$ cat src/rtl/dual_lane_deserializer.sv
// Two-bit-lane framed symbol receiver: start/data/stop framing, WIDTH-bit word
// assembly, and a DEPTH-entry show-ahead FIFO with framing-error and overflow flags.
module dual_lane_deserializer #(
  parameter int WIDTH = 12,
  parameter int DEPTH = 4
) (
  input  logic                       clk_i,
  input  logic                       rst_i,
  input  logic [1:0]                 rx_i,
  input  logic                       rx_en_i,
  output logic [WIDTH-1:0]           data_o,
  output logic                       valid_o,
  input  logic                       ready_i,
  output logic [$clog2(DEPTH+1)-1:0] level_o,
  output logic                       frame_err_o,
  output logic                       overflow_o,
  input  logic                       clr_i
);

  localparam int SYMS  = WIDTH / 2;
  localparam int CNT_W = (SYMS > 1) ? $clog2(SYMS) : 1;
  localparam int PTR_W = $clog2(DEPTH);
  localparam int LVL_W = $clog2(DEPTH + 1);

  localparam logic [CNT_W-1:0] CNT_LAST = CNT_W'(SYMS - 1);
  localparam logic [PTR_W-1:0] PTR_LAST = PTR_W'(DEPTH - 1);
  localparam logic [LVL_W-1:0] LVL_FULL = LVL_W'(DEPTH);

  localparam logic [1:0] SYM_START = 2'b00;
  localparam logic [1:0] SYM_STOP  = 2'b11;

  generate
    if ((WIDTH % 2) != 0 || WIDTH < 2) begin : g_bad_width
      $error("dual_lane_deserializer: WIDTH must be even and >= 2");
    end
    if (DEPTH < 2) begin : g_bad_depth
      $error("dual_lane_deserializer: DEPTH must be >= 2");
    end
  endgenerate

  typedef enum logic [1:0] {
    ST_IDLE,
    ST_DATA,
    ST_STOP
  } state_t;

  state_t           state;
  state_t           state_nxt;
  logic [CNT_W-1:0] cnt;
  logic [WIDTH-1:0] sreg;
  logic             push;
  logic             frame_err_nxt;

  logic [WIDTH-1:0] mem [DEPTH];
  logic [PTR_W-1:0] wr_ptr;
  logic [PTR_W-1:0] rd_ptr;
  logic [LVL_W-1:0] level;
  logic             pop;
  logic             full;
  logic             push_ok;
  logic             ovf_set;

  function automatic logic [PTR_W-1:0] ptr_inc(input logic [PTR_W-1:0] p);
    return (p == PTR_LAST) ? '0 : p + 1'b1;
  endfunction

  // Framing FSM: every transition is qualified by the symbol strobe
  always_ff @(posedge clk_i or posedge rst_i) begin
    if (rst_i) begin
      state <= ST_IDLE;
    end else begin
      state <= state_nxt;
    end
  end

  always_comb begin
    state_nxt     = state;
    push          = 1'b0;
    frame_err_nxt = 1'b0;
    if (rx_en_i) begin
      case (state)
        ST_IDLE: if (rx_i == SYM_START) state_nxt = ST_DATA;
        ST_DATA: if (cnt == CNT_LAST) state_nxt = ST_STOP;
        ST_STOP: begin
          // A bad stop never doubles as a new start; the line must go idle first
          state_nxt = ST_IDLE;
          if (rx_i == SYM_STOP) push = 1'b1;
          else                  frame_err_nxt = 1'b1;
        end
        default: state_nxt = ST_IDLE;
      endcase
    end
  end

  // Symbol k of a frame lands in bits [2k+1:2k]
  always_ff @(posedge clk_i or posedge rst_i) begin
    if (rst_i) begin
      cnt  <= '0;
      sreg <= '0;
    end else if (rx_en_i) begin
      if (state == ST_IDLE) begin
        cnt <= '0;
      end else if (state == ST_DATA) begin
        sreg[{cnt, 1'b0} +: 2] <= rx_i;
        if (cnt != CNT_LAST) cnt <= cnt + 1'b1;
      end
    end
  end

  // FIFO: a push into a full FIFO is still accepted when the head leaves this cycle
  assign pop     = valid_o & ready_i;
  assign full    = (level == LVL_FULL);
  assign push_ok = push & (~full | pop);
  assign ovf_set = push & full & ~pop;

  always_ff @(posedge clk_i) begin
    if (push_ok) mem[wr_ptr] <= sreg;
  end

  always_ff @(posedge clk_i or posedge rst_i) begin
    if (rst_i) begin
      wr_ptr      <= '0;
      rd_ptr      <= '0;
      level       <= '0;
      frame_err_o <= 1'b0;
      overflow_o  <= 1'b0;
    end else begin
      if (push_ok) wr_ptr <= ptr_inc(wr_ptr);
      if (pop)     rd_ptr <= ptr_inc(rd_ptr);
      case ({push_ok, pop})
        2'b10:   level <= level + 1'b1;
        2'b01:   level <= level - 1'b1;
        default: level <= level;
      endcase
      frame_err_o <= frame_err_nxt;
      // A fresh overflow outranks a same-cycle clear
      if (ovf_set)    overflow_o <= 1'b1;
      else if (clr_i) overflow_o <= 1'b0;
    end
  end

  assign valid_o = (level != '0);
  assign level_o = level;
  assign data_o  = valid_o ? mem[rd_ptr] : '0;

endmodule

$ cat config.mk
export PLATFORM = sky130hd
export DESIGN_NAME = dual_lane_deserializer
export DESIGN_NICKNAME = d
export VERILOG_FILES = /design/src/rtl/dual_lane_deserializer.sv
export SDC_FILE = /design/constraint.sdc
export NUM_CORES = 1
export LEC_CHECK = 0
export ABC_AREA = 1
export ABC_CLOCK_PERIOD_IN_PS = 2500
export BUFFER_PORTS_ARGS = -buffer_cell sky130_fd_sc_hd__buf_2
export CAP_MARGIN = 25
export CELL_PAD_IN_SITES_DETAIL_PLACEMENT = 0
export CELL_PAD_IN_SITES_GLOBAL_PLACEMENT = 1
export CORE_MARGIN = 2
export CORE_UTILIZATION = 47
export CTS_CLUSTER_DIAMETER = 40
export DETAILED_ROUTE_END_ITERATION = 8
export PLACE_DENSITY = 0.78
export SYNTH_ARGS = -nofsm -noshare
export SYNTH_HDL_FRONTEND = slang
export SYNTH_SLANG_ARGS = --single-unit
$ cat constraint.sdc
create_clock -name clk_i -period 2.5 [get_ports clk_i]
set_input_delay 0 -clock clk_i [delete_from_list [all_inputs] [get_ports clk_i]]
set_output_delay 0 -clock clk_i [all_outputs]
set_load 0.05 [all_outputs]
==> results of run 1 <==
-- flip-flops by register name (all words and copies together), names as in the netlist --
register / count
state: 2
rd_ptr: 2
cnt: 3
sreg: 12
wr_ptr: 2
frame_err_o: 1
mem: 48
overflow_o: 1
level_o: 3
-- worst max-delay path, delay by kind of cell, from the launching register on --
| kind | cells | cell delay [ns] |
|---|---|---|
| flip-flops | 1 | 0.63 |
| buffers and inverters | 2 | 0.60 |
| AO/OA/AOI/OAI | 2 | 0.24 |
| AND/OR/NAND/NOR | 2 | 0.15 |
-- metrics by stage --
| step | total power [mW] | utilization (%) |
|---|---|---|
| detailed placement | 3.89 | 51.2 |
| global route | 5.05 | 54.6 |
| finish | 4.72 | 54.6 |
| global placement | 3.86 | 50.8 |
| floorplan | 3.47 | - |
| CTS | 4.78 | 54.6 |
-- cells in the mapped netlist --
| cell type | count |
|---|---|
| nor2_2 | 7 |
| fa_1 | 1 |
| nand3_1 | 20 |
| o21ai_1 | 14 |
| nand2_1 | 99 |
| xor2_1 | 2 |
| clkinv_1 | 1 |
| o21ai_0 | 6 |
| nor2_1 | 32 |
| edfxtp_1 | 48 |
| buf_4 | 5 |
| inv_2 | 5 |
| clkbuf_2 | 1 |
| nand3_2 | 1 |
| clkbuf_1 | 2 |
| nand3b_1 | 1 |
| inv_1 | 22 |
| inv_4 | 1 |
| buf_2 | 2 |
| ha_1 | 10 |
| nand4_1 | 2 |
| dfrtp_1 | 26 |
| nand2_4 | 1 |
| nand3_4 | 1 |
| a21oi_1 | 12 |
| o21ai_2 | 1 |
| xnor2_1 | 1 |
| nand2_2 | 4 |
| nor2_4 | 5 |
| o22ai_1 | 1 |
| a21oi_4 | 1 |
-- routing by layer --
metal | vias up | routed length, um | global-route usage [%]
li1 | 1171 | - | -
met2 | 21 | 2800 | 27.9
met1 | 1032 | 3000 | 22.1
met3 | 9 | 131 | 3.23
met4 | 0 | 133 | 8.96
met5 | - | 0 | 0
-- how the worst min path moves through the flow --
stage | slack [ns] | end | cells after the start | from
after floorplan | 0.04 | cnt[0] | 1 | rst_i
after global placement | 0.18 | overflow_o | 2 | clr_i
after detailed placement | -0.0004 | overflow_o | 2 | rst_i
after CTS | 0.03 | rd_ptr[0] | 4 | ready_i
after global routing | 0.07 | rd_ptr[0] | 4 | ready_i
final | 0.05 | rd_ptr[0] | 4 | ready_i
-- cells by family (layout without fill, tap and decap cells) --
logic type	Yosys count	in the layout
and+or+nand+nor	173	173
DFF	74	74
buffers and inverters	39	81
AOI/OAI and AO/OA	35	35
adders and majority gates	11	11
xor gates and xnor gates	3	3
-- cells in the final DEF (no fill, tap or decap), types with 4 or more instances in the layout --
master	instances
inv_1	22
edfxtp_1	48
nand2_2	4
o21ai_1	14
dlygate4sd3_1	6
o21ai_0	6
nor2_1	32
ha_1	10
inv_2	5
buf_4	5
nor2_2	7
nand3_1	20
nor2_4	5
buf_2	24
clkbuf_8	9
dfrtp_1	26
nand2_1	99
a21oi_1	12
-- layout make-up --
class	count	area (um^2)
flip-flops and latches	74	2090
fillers	661	3240
repair buffers	36	245
multi-input cells	222	1140
well taps	99	124
clock inverters	5	55.1
inverters	29	111
clock buffers	11	131
-- power by group through the flow --
stage	Sequential, mW	Combinational, mW	Clock, mW
6_report	1.78	2.07	0.875
5_1_grt	1.81	2.30	0.942
4_1_cts	1.79	2.10	0.897
3_5_place_dp	1.81	2.08	0
3_3_place_gp	1.80	2.06	0
2_1_floorplan	1.81	1.66	0
-- what timing repair did --
action | 4_1_cts | 5_1_grt
gates resized for setup | 0 | 0
endpoints found under the hold margin | 39 | 0
hold buffers | 6 | 0
==> qor.yml, run 1 <==
fp.dieH_um: 89.1
startpoint_type: "flip-flop"
cts_tree: "built"
postCtsSetupBuffers: 0
grt_pass1_wl_um: 10000
dieArea_um2: 7940
cts_buffers: 9
ant_nets: 0
postSynthAreaPerCell_um2: 10.2
arrival_ns: 1.96
hpwl_um: 4040
dp_slack_ns: 0.569
synth_mux_area_share_pct: 0
finalCritPeriodShare_pct: 78.2
synthAdderAreaFrac_pct: 4.27
placed_cells: 454
num_rows: 31
final_hold_viol_count: 0
ys_seq_area_share_pct: 61.5
h-tree-depth: 3
p_sw_share_pct: 45.5
io_buffers: 24
min_period_ns: 1.96
clockBufferDepth: 2
gp_congestion: 0.815
synth_xor_area_share_pct: 0.772
grt_pass1_vias: 2067
critical_path_class: "flip-flop to output port"
yosys_warnings: 0
synth-compound-area-share_pct: 5.63
setup.worst_path.end: "data_o[9]"
crit_chain: "buf_4 -> nor2_1 -> nor2_1 -> o21ai_1 -> a21oi_1 -> buf_2"
seqPwrFrac_pct: 37.7
slew_violations: 0
pwr-share-comb_pct: 43.7
setup-tns-final_ns: 0
crit_path_start: "rd_ptr[0]"
fin_cells: 476
finalSetupViolations: 0
netlist_instances: 335
finalClockSkew_ns: 0.0120
max_stage_delay_ns: 0.63
status: "finished clean"
reg2regPathDepth: 9
clock-sinks: 74
place_area_um2: 3650
design_area_um2: 3900
path_max_fanout: 16
synth.area.top_cells: "edfxtp_1, dfrtp_1, nand2_1"
final_nets: 390
fmax_ghz: 0.511
rsz0062_at_grt: "false"
critPathCaptureType: "output port"
ys_ff_latch: 74
leakagePower_nw: 1.70
ys_types: 31
overflow: 0
crit_slowest_cell: "dfrtp_1"
relSlewSlack_pct: 68.0
drtPass1Iterations: 4
num_vias: 2233
reg2reg_slack_ns: 0.58
antenna_found_initial: 0
drc: 0
grt_max_degree: 26
pwr_density_cell_nw_per_um2: 1210
synth_top_family_by_area: "simple AND/OR/NAND/NOR gates"
fp.dieW_um: 89.1
n_antenna_cell: 0
grtUsageTotal_pct: 17.2
start_util_pct: 47.7
fin_hold_ws_ns: 0.0513
cellInternalPower_mw: 2.57
rr_startpoint: "level_o[1]"
routed_via_density: 4.69
netlist_area_um2: 3400
fin_ws_ns: 0.545
area_growth_pct: 14.6
drt-total-wl_um: 6060
clock_power_share_pct: 18.5
vdd_ir_drop_max_mv: 0.437
tightest_slew_ns: 0.479
synth_largest_area_cell: "edfxtp_1"
cts-root-buf: "clkbuf_8"
clk_latency_ns: 0.34
hold_path.class: "input port to flip-flop"
synth_nets: 353
maxCapViolCount: 0
p_switching_mw: 2.15
crit_top_cell: "nor2_1"
synth.top_cell.area_share_pct: 42.4
yosys.area_share.simple_pct: 22.8
coreArea_um2: 7140
clk_pin_slew_worst_paths_ns: 0.07
first_iter_violations: 132
drive_gt1_share_pct: 18.6
io_pins: 25
worst_ep_required_time_ns: 2.50
detail_route.wl_per_cell_um: 12.7
r2r-end: "level_o[2]"
Power figures use the tool's default switching activity.
==> run 2, diff against run 1 <==
--- a/config.mk
+++ b/config.mk
@@ -6,7 +6,7 @@
 export NUM_CORES = 1
 export LEC_CHECK = 0
 export ABC_AREA = 1
-export ABC_CLOCK_PERIOD_IN_PS = 2500
+export ABC_CLOCK_PERIOD_IN_PS = 1900
 export BUFFER_PORTS_ARGS = -buffer_cell sky130_fd_sc_hd__buf_2
 export CAP_MARGIN = 25
 export CELL_PAD_IN_SITES_DETAIL_PLACEMENT = 0
==> constraint.sdc (replaced) <==
create_clock -name clk_i -period 1.9 [get_ports clk_i]
set_input_delay 0 -clock clk_i [delete_from_list [all_inputs] [get_ports clk_i]]
set_output_delay 0 -clock clk_i [all_outputs]
set_load 0.05 [all_outputs]
==> qor.yml, run 2 (synthesis results as in run 1) <==
status: "finished clean"
io_buffers: 24
path_max_fanout: 7
n_antenna_cell: 0
largest_register_ffs: 48
start_util_pct: 47.7
fp.dieH_um: 89.1
routed_via_density: 4.74
seqPwrFrac_pct: 34.3
io_pins: 25
tightest_slew_ns: 0.664
min_period_ns: 1.79
gp_congestion: 0.743
finalCoreUtilization_pct: 56.6
fillers: 648
multi_input_area_um2: 1180
num_vias: 2282
cellInternalPower_mw: 3.90
dp_slack_ns: 0.0550
area_growth_pct: 18.7
drt-total-wl_um: 6330
crit_chain: "inv_2 -> nand3_2 -> nor2_4 -> nand2_4 -> ha_4 -> inv_1 -> fa_2 -> o21ai_1"
cts-root-buf: "clkbuf_8"
antenna_found_initial: 0
grt_pass1_vias: 2144
clock-sinks: 74
crit_family: "adder cells"
finalSetupViolations: 0
max_stage_delay_ns: 0.44
worst_ep_required_time_ns: 2.16
leakagePower_nw: 1.76
setup-tns-final_ns: 0
finalClockSkew_ns: 0.0104
dieArea_um2: 7940
num_rows: 31
clk_latency_ns: 0.34
grtUsageTotal_pct: 17.7
drc: 0
clock_power_share_pct: 23.5
ant_nets: 0
design_area_um2: 4040
grt_max_degree: 26
crit_slowest_cell: "fa_2"
placed_cells: 459
arrival_ns: 2.05
h-tree-depth: 3
final_hold_viol_count: 0
clk_pin_slew_worst_paths_ns: 0.08
relSlewSlack_pct: 55.7
hpwl_um: 4240
drive_gt1_share_pct: 23.6
fmax_ghz: 0.560
reg_top3: "mem (48), sreg (12)"
rsz0062_at_grt: "true"
p_sw_share_pct: 42.9
finalCritPeriodShare_pct: 94.0
clockBufferDepth: 2
pwr-share-comb_pct: 42.2
ff_latch_area_um2: 2100
largest_register: "mem"
slew_violations: 0
startpoint_type: "flip-flop"
final_cell_mix: "nand2_1, edfxtp_1, nor2_1"
fin_cells: 481
fp.dieW_um: 89.1
cts_buffers: 9
cts_tree: "built"
detail_route.wl_per_cell_um: 13.2
first_iter_violations: 84
grt_pass1_wl_um: 10400
place_area_um2: 3710
pwr_density_cell_nw_per_um2: 1690
hold_path.class: "input port to flip-flop"
coreArea_um2: 7140
fin_ws_ns: 0.113
path_buf_inv: 2
p_switching_mw: 2.93
overflow: 0
critPathCaptureType: "flip-flop"
maxCapViolCount: 0
final_common_cell: "nand2_1"
critical_path_class: "flip-flop to flip-flop"
drtPass1Iterations: 4
vdd_ir_drop_max_mv: 0.634
final_nets: 395
[run 2: changes by cell type in the layout (fill, tap and decap cells not counted), moves of 2 or more]
cell | previous run | this run
buf_4 | 5 | 11
bufinv_16 | 1 | 4
dfrtp_1 | 26 | 22
dfrtp_2 | 0 | 4
inv_1 | 22 | 20
inv_2 | 5 | 7
nand2_1 | 99 | 96
nand2_2 | 4 | 6
nor2_1 | 32 | 30
[run 2: through the flow]
stage,hold slack [ns],power (mW)
6_report,0.0300,6.83
2_1_floorplan,0.0398,4.63
5_1_grt,0.0470,7.28
4_1_cts,0.0169,6.89
3_3_place_gp,0.125,5.21
3_5_place_dp,0.136,5.27
[run 2: final cells by class]
| class | count | share of cell area [%] |
|---|---|---|
| inverter | 29 | 2.76 |
| clock buffer | 10 | 3.16 |
| tap | 99 | 3.07 |
| sequential | 74 | 51.9 |
| clock inverter | 6 | 3.41 |
| timing repair buffer | 41 | 6.57 |
| multi-input combinational | 222 | 29.1 |
[run 2: worst register-to-register path: stages (launching register included)]
cell and delay (ns):
dfrtp_1 0.39, inv_2 0.11, nand3_2 0.10, nor2_4 0.16
nand2_4 0.11, ha_4 0.17, inv_1 0.08, fa_2 0.44
o21ai_1 0.15
[run 2: path summary, 6_finish.rpt]
kind | start | end | slack [ns] | cells past startpoint
worst max-delay path | state[0] | level_o[1] | 0.11 | 8
worst min register to register | sreg[5] | mem[0][5] | 0.52 | 0
min in group asynchronous | rst_i | wr_ptr[1] | 0.29 | 3
worst min-delay path | ready_i | rd_ptr[1] | 0.03 | 4
worst max register to register | state[0] | level_o[1] | 0.11 | 8
max in group asynchronous | rst_i | sreg[11] | 0.98 | 4
[run 2: power by group through the flow]
stage	clock [mW]	combinational [mW]	sequential, mW
after floorplan	0	2.23	2.40
after global placement	0	2.86	2.35
after detailed placement	0	2.89	2.38
after CTS	1.63	2.92	2.34
after global routing	1.70	3.20	2.39
final	1.60	2.88	2.35
[run 2: timing repair]
item,CTS,global route
hold endpoints to repair,26,0
buffers inserted,0,0
resized for setup,0,3
hold buffers,6,0
setup endpoints to repair,0,4
[run 2: layer usage]
metal / wire [um] / part of all wire (%) / GRT usage (%) / up-vias
met5: 0 / 0 / 0 / -
met1: 3110 / 49 / 24.7 / 1062
met4: 60 / 0.95 / 6.92 / 0
met2: 2980 / 47 / 27.7 / 29
li1: - / - / - / 1183
met3: 173 / 2.7 / 3.32 / 8
==> run 3, diff against run 2 <==
--- a/config.mk
+++ b/config.mk
@@ -15,6 +15,7 @@
 export CORE_UTILIZATION = 47
 export CTS_CLUSTER_DIAMETER = 40
 export DETAILED_ROUTE_END_ITERATION = 8
+export HOLD_SLACK_MARGIN = 0.06
 export PLACE_DENSITY = 0.78
 export SYNTH_ARGS = -nofsm -noshare
 export SYNTH_HDL_FRONTEND = slang
==> qor.yml, run 3 (synthesis results as in run 1) <==
status: "finished clean"
hold_path.class: "input port to async pin"
drt-total-wl_um: 6320
crit_slowest_cell: "fa_2"
drc: 0
cts_tree: "built"
min_period_ns: 1.79
clk_latency_ns: 0.34
grtUsageTotal_pct: 17.8
reg_top3: "mem (48), sreg (12)"
pwr_density_cell_nw_per_um2: 1690
max_stage_delay_ns: 0.44
fin_ws_ns: 0.113
path_max_fanout: 7
final_nets: 396
ant_nets: 0
maxCapViolCount: 0
detail_route.wl_per_cell_um: 13.1
slew_violations: 0
start_util_pct: 47.7
clk_pin_slew_worst_paths_ns: 0.08
leakagePower_nw: 1.76
coreArea_um2: 7140
hpwl_um: 4240
antenna_found_initial: 0
fp.dieH_um: 89.1
setup-tns-final_ns: 0
n_antenna_cell: 0
routed_via_density: 4.73
rsz0062_at_grt: "true"
drtPass1Iterations: 4
first_iter_violations: 86
crit_chain: "inv_2 -> nand3_2 -> nor2_4 -> nand2_4 -> ha_4 -> inv_1 -> fa_2 -> o21ai_1"
arrival_ns: 2.05
fp.dieW_um: 89.1
finalClockSkew_ns: 0.0111
grt_pass1_wl_um: 10400
final_common_cell: "nand2_1"
drive_gt1_share_pct: 23.5
dieArea_um2: 7940
tightest_slew_ns: 0.663
clock-sinks: 74
final_cell_mix: "nand2_1, edfxtp_1, nor2_1"
vdd_ir_drop_max_mv: 0.634
finalCritPeriodShare_pct: 94.0
io_pins: 25
final_hold_viol_count: 0
grt_pass1_vias: 2154
overflow: 0
fmax_ghz: 0.560
fin_hold_ws_ns: 0.289
io_buffers: 24
cts-root-buf: "clkbuf_8"
largest_register: "mem"
grt_max_degree: 26
largest_register_ffs: 48
startpoint_type: "flip-flop"
h-tree-depth: 3
clockBufferDepth: 2
area_growth_pct: 19.0
total_power_mw: 6.83
critPathCaptureType: "flip-flop"
num_rows: 31
gp_congestion: 0.743
dp_slack_ns: 0.0550
cts_buffers: 9
worst_ep_required_time_ns: 2.16
relSlewSlack_pct: 55.8
critical_path_class: "flip-flop to flip-flop"
finalSetupViolations: 0
finalCoreUtilization_pct: 56.7
num_vias: 2281
==> run 3: changes by cell type in the layout (fill, tap and decap cells not counted) <==
cell,delta
dlygate4sd3_1,+1
==> run 3: per-layer routing <==
| metal | part of all wire, % | track usage [%] |
|---|---|---|
| met5 | 0 | 0 |
| met3 | 2.8 | 3.32 |
| met4 | 1.3 | 6.92 |
| met2 | 47 | 27.9 |
| met1 | 49 | 24.7 |
==> run 3: area by class of cell <==
cell class	instances	area [um^2]
fillers	647	3090
flip-flops and latches	74	2100
multi-input cells	222	1180
repair buffers	42	275
clock inverters	6	138
clock buffers	10	128
well taps	99	124
inverters	29	111
==> run 3: timing repair <==
| item | in CTS | in global routing |
|---|---|---|
| endpoints found under the hold margin | 31 | 0 |
| setup endpoints to repair | 0 | 4 |
| hold buffers | 7 | 0 |
| resized for setup | 0 | 3 |
| setup buffers | 0 | 0 |
==> run 3: worst max-delay path: cells and delay by family (launching register included) <==
| kind | cells | cell delay [ns] |
|---|---|---|
| buf+inv | 2 | 0.18 |
| fa+ha+maj | 2 | 0.61 |
| simple gates | 3 | 0.37 |
| flops | 1 | 0.39 |
| compound gates | 1 | 0.15 |
==> run 3: power breakdown <==
| part | internal [mW] | switching, mW |
|---|---|---|
| Clock | 1.01 | 0.592 |
| Sequential | 2.07 | 0.276 |
| Combinational | 0.826 | 2.06 |
==> run 3: path summary, 6_finish.rpt <==
kind	slack, ns	cells after the start	to	start
min	0.29	3	wr_ptr[1]	rst_i
max in group asynchronous	0.98	4	sreg[11]	rst_i
max	0.11	8	level_o[1]	state[0]
min reg2reg	0.52	0	mem[0][5]	sreg[5]
max reg2reg	0.11	8	level_o[1]	state[0]
min in group clk_i	0.50	3	state[1]	rx_en_i
==> run 3: through the flow <==
stage                     std cells  area [um^2]
final                           482         4050
after global routing            482         4050
after CTS                       482         4050
after detailed placement        459         3710
after global placement          459         3710
after floorplan                 335         3440
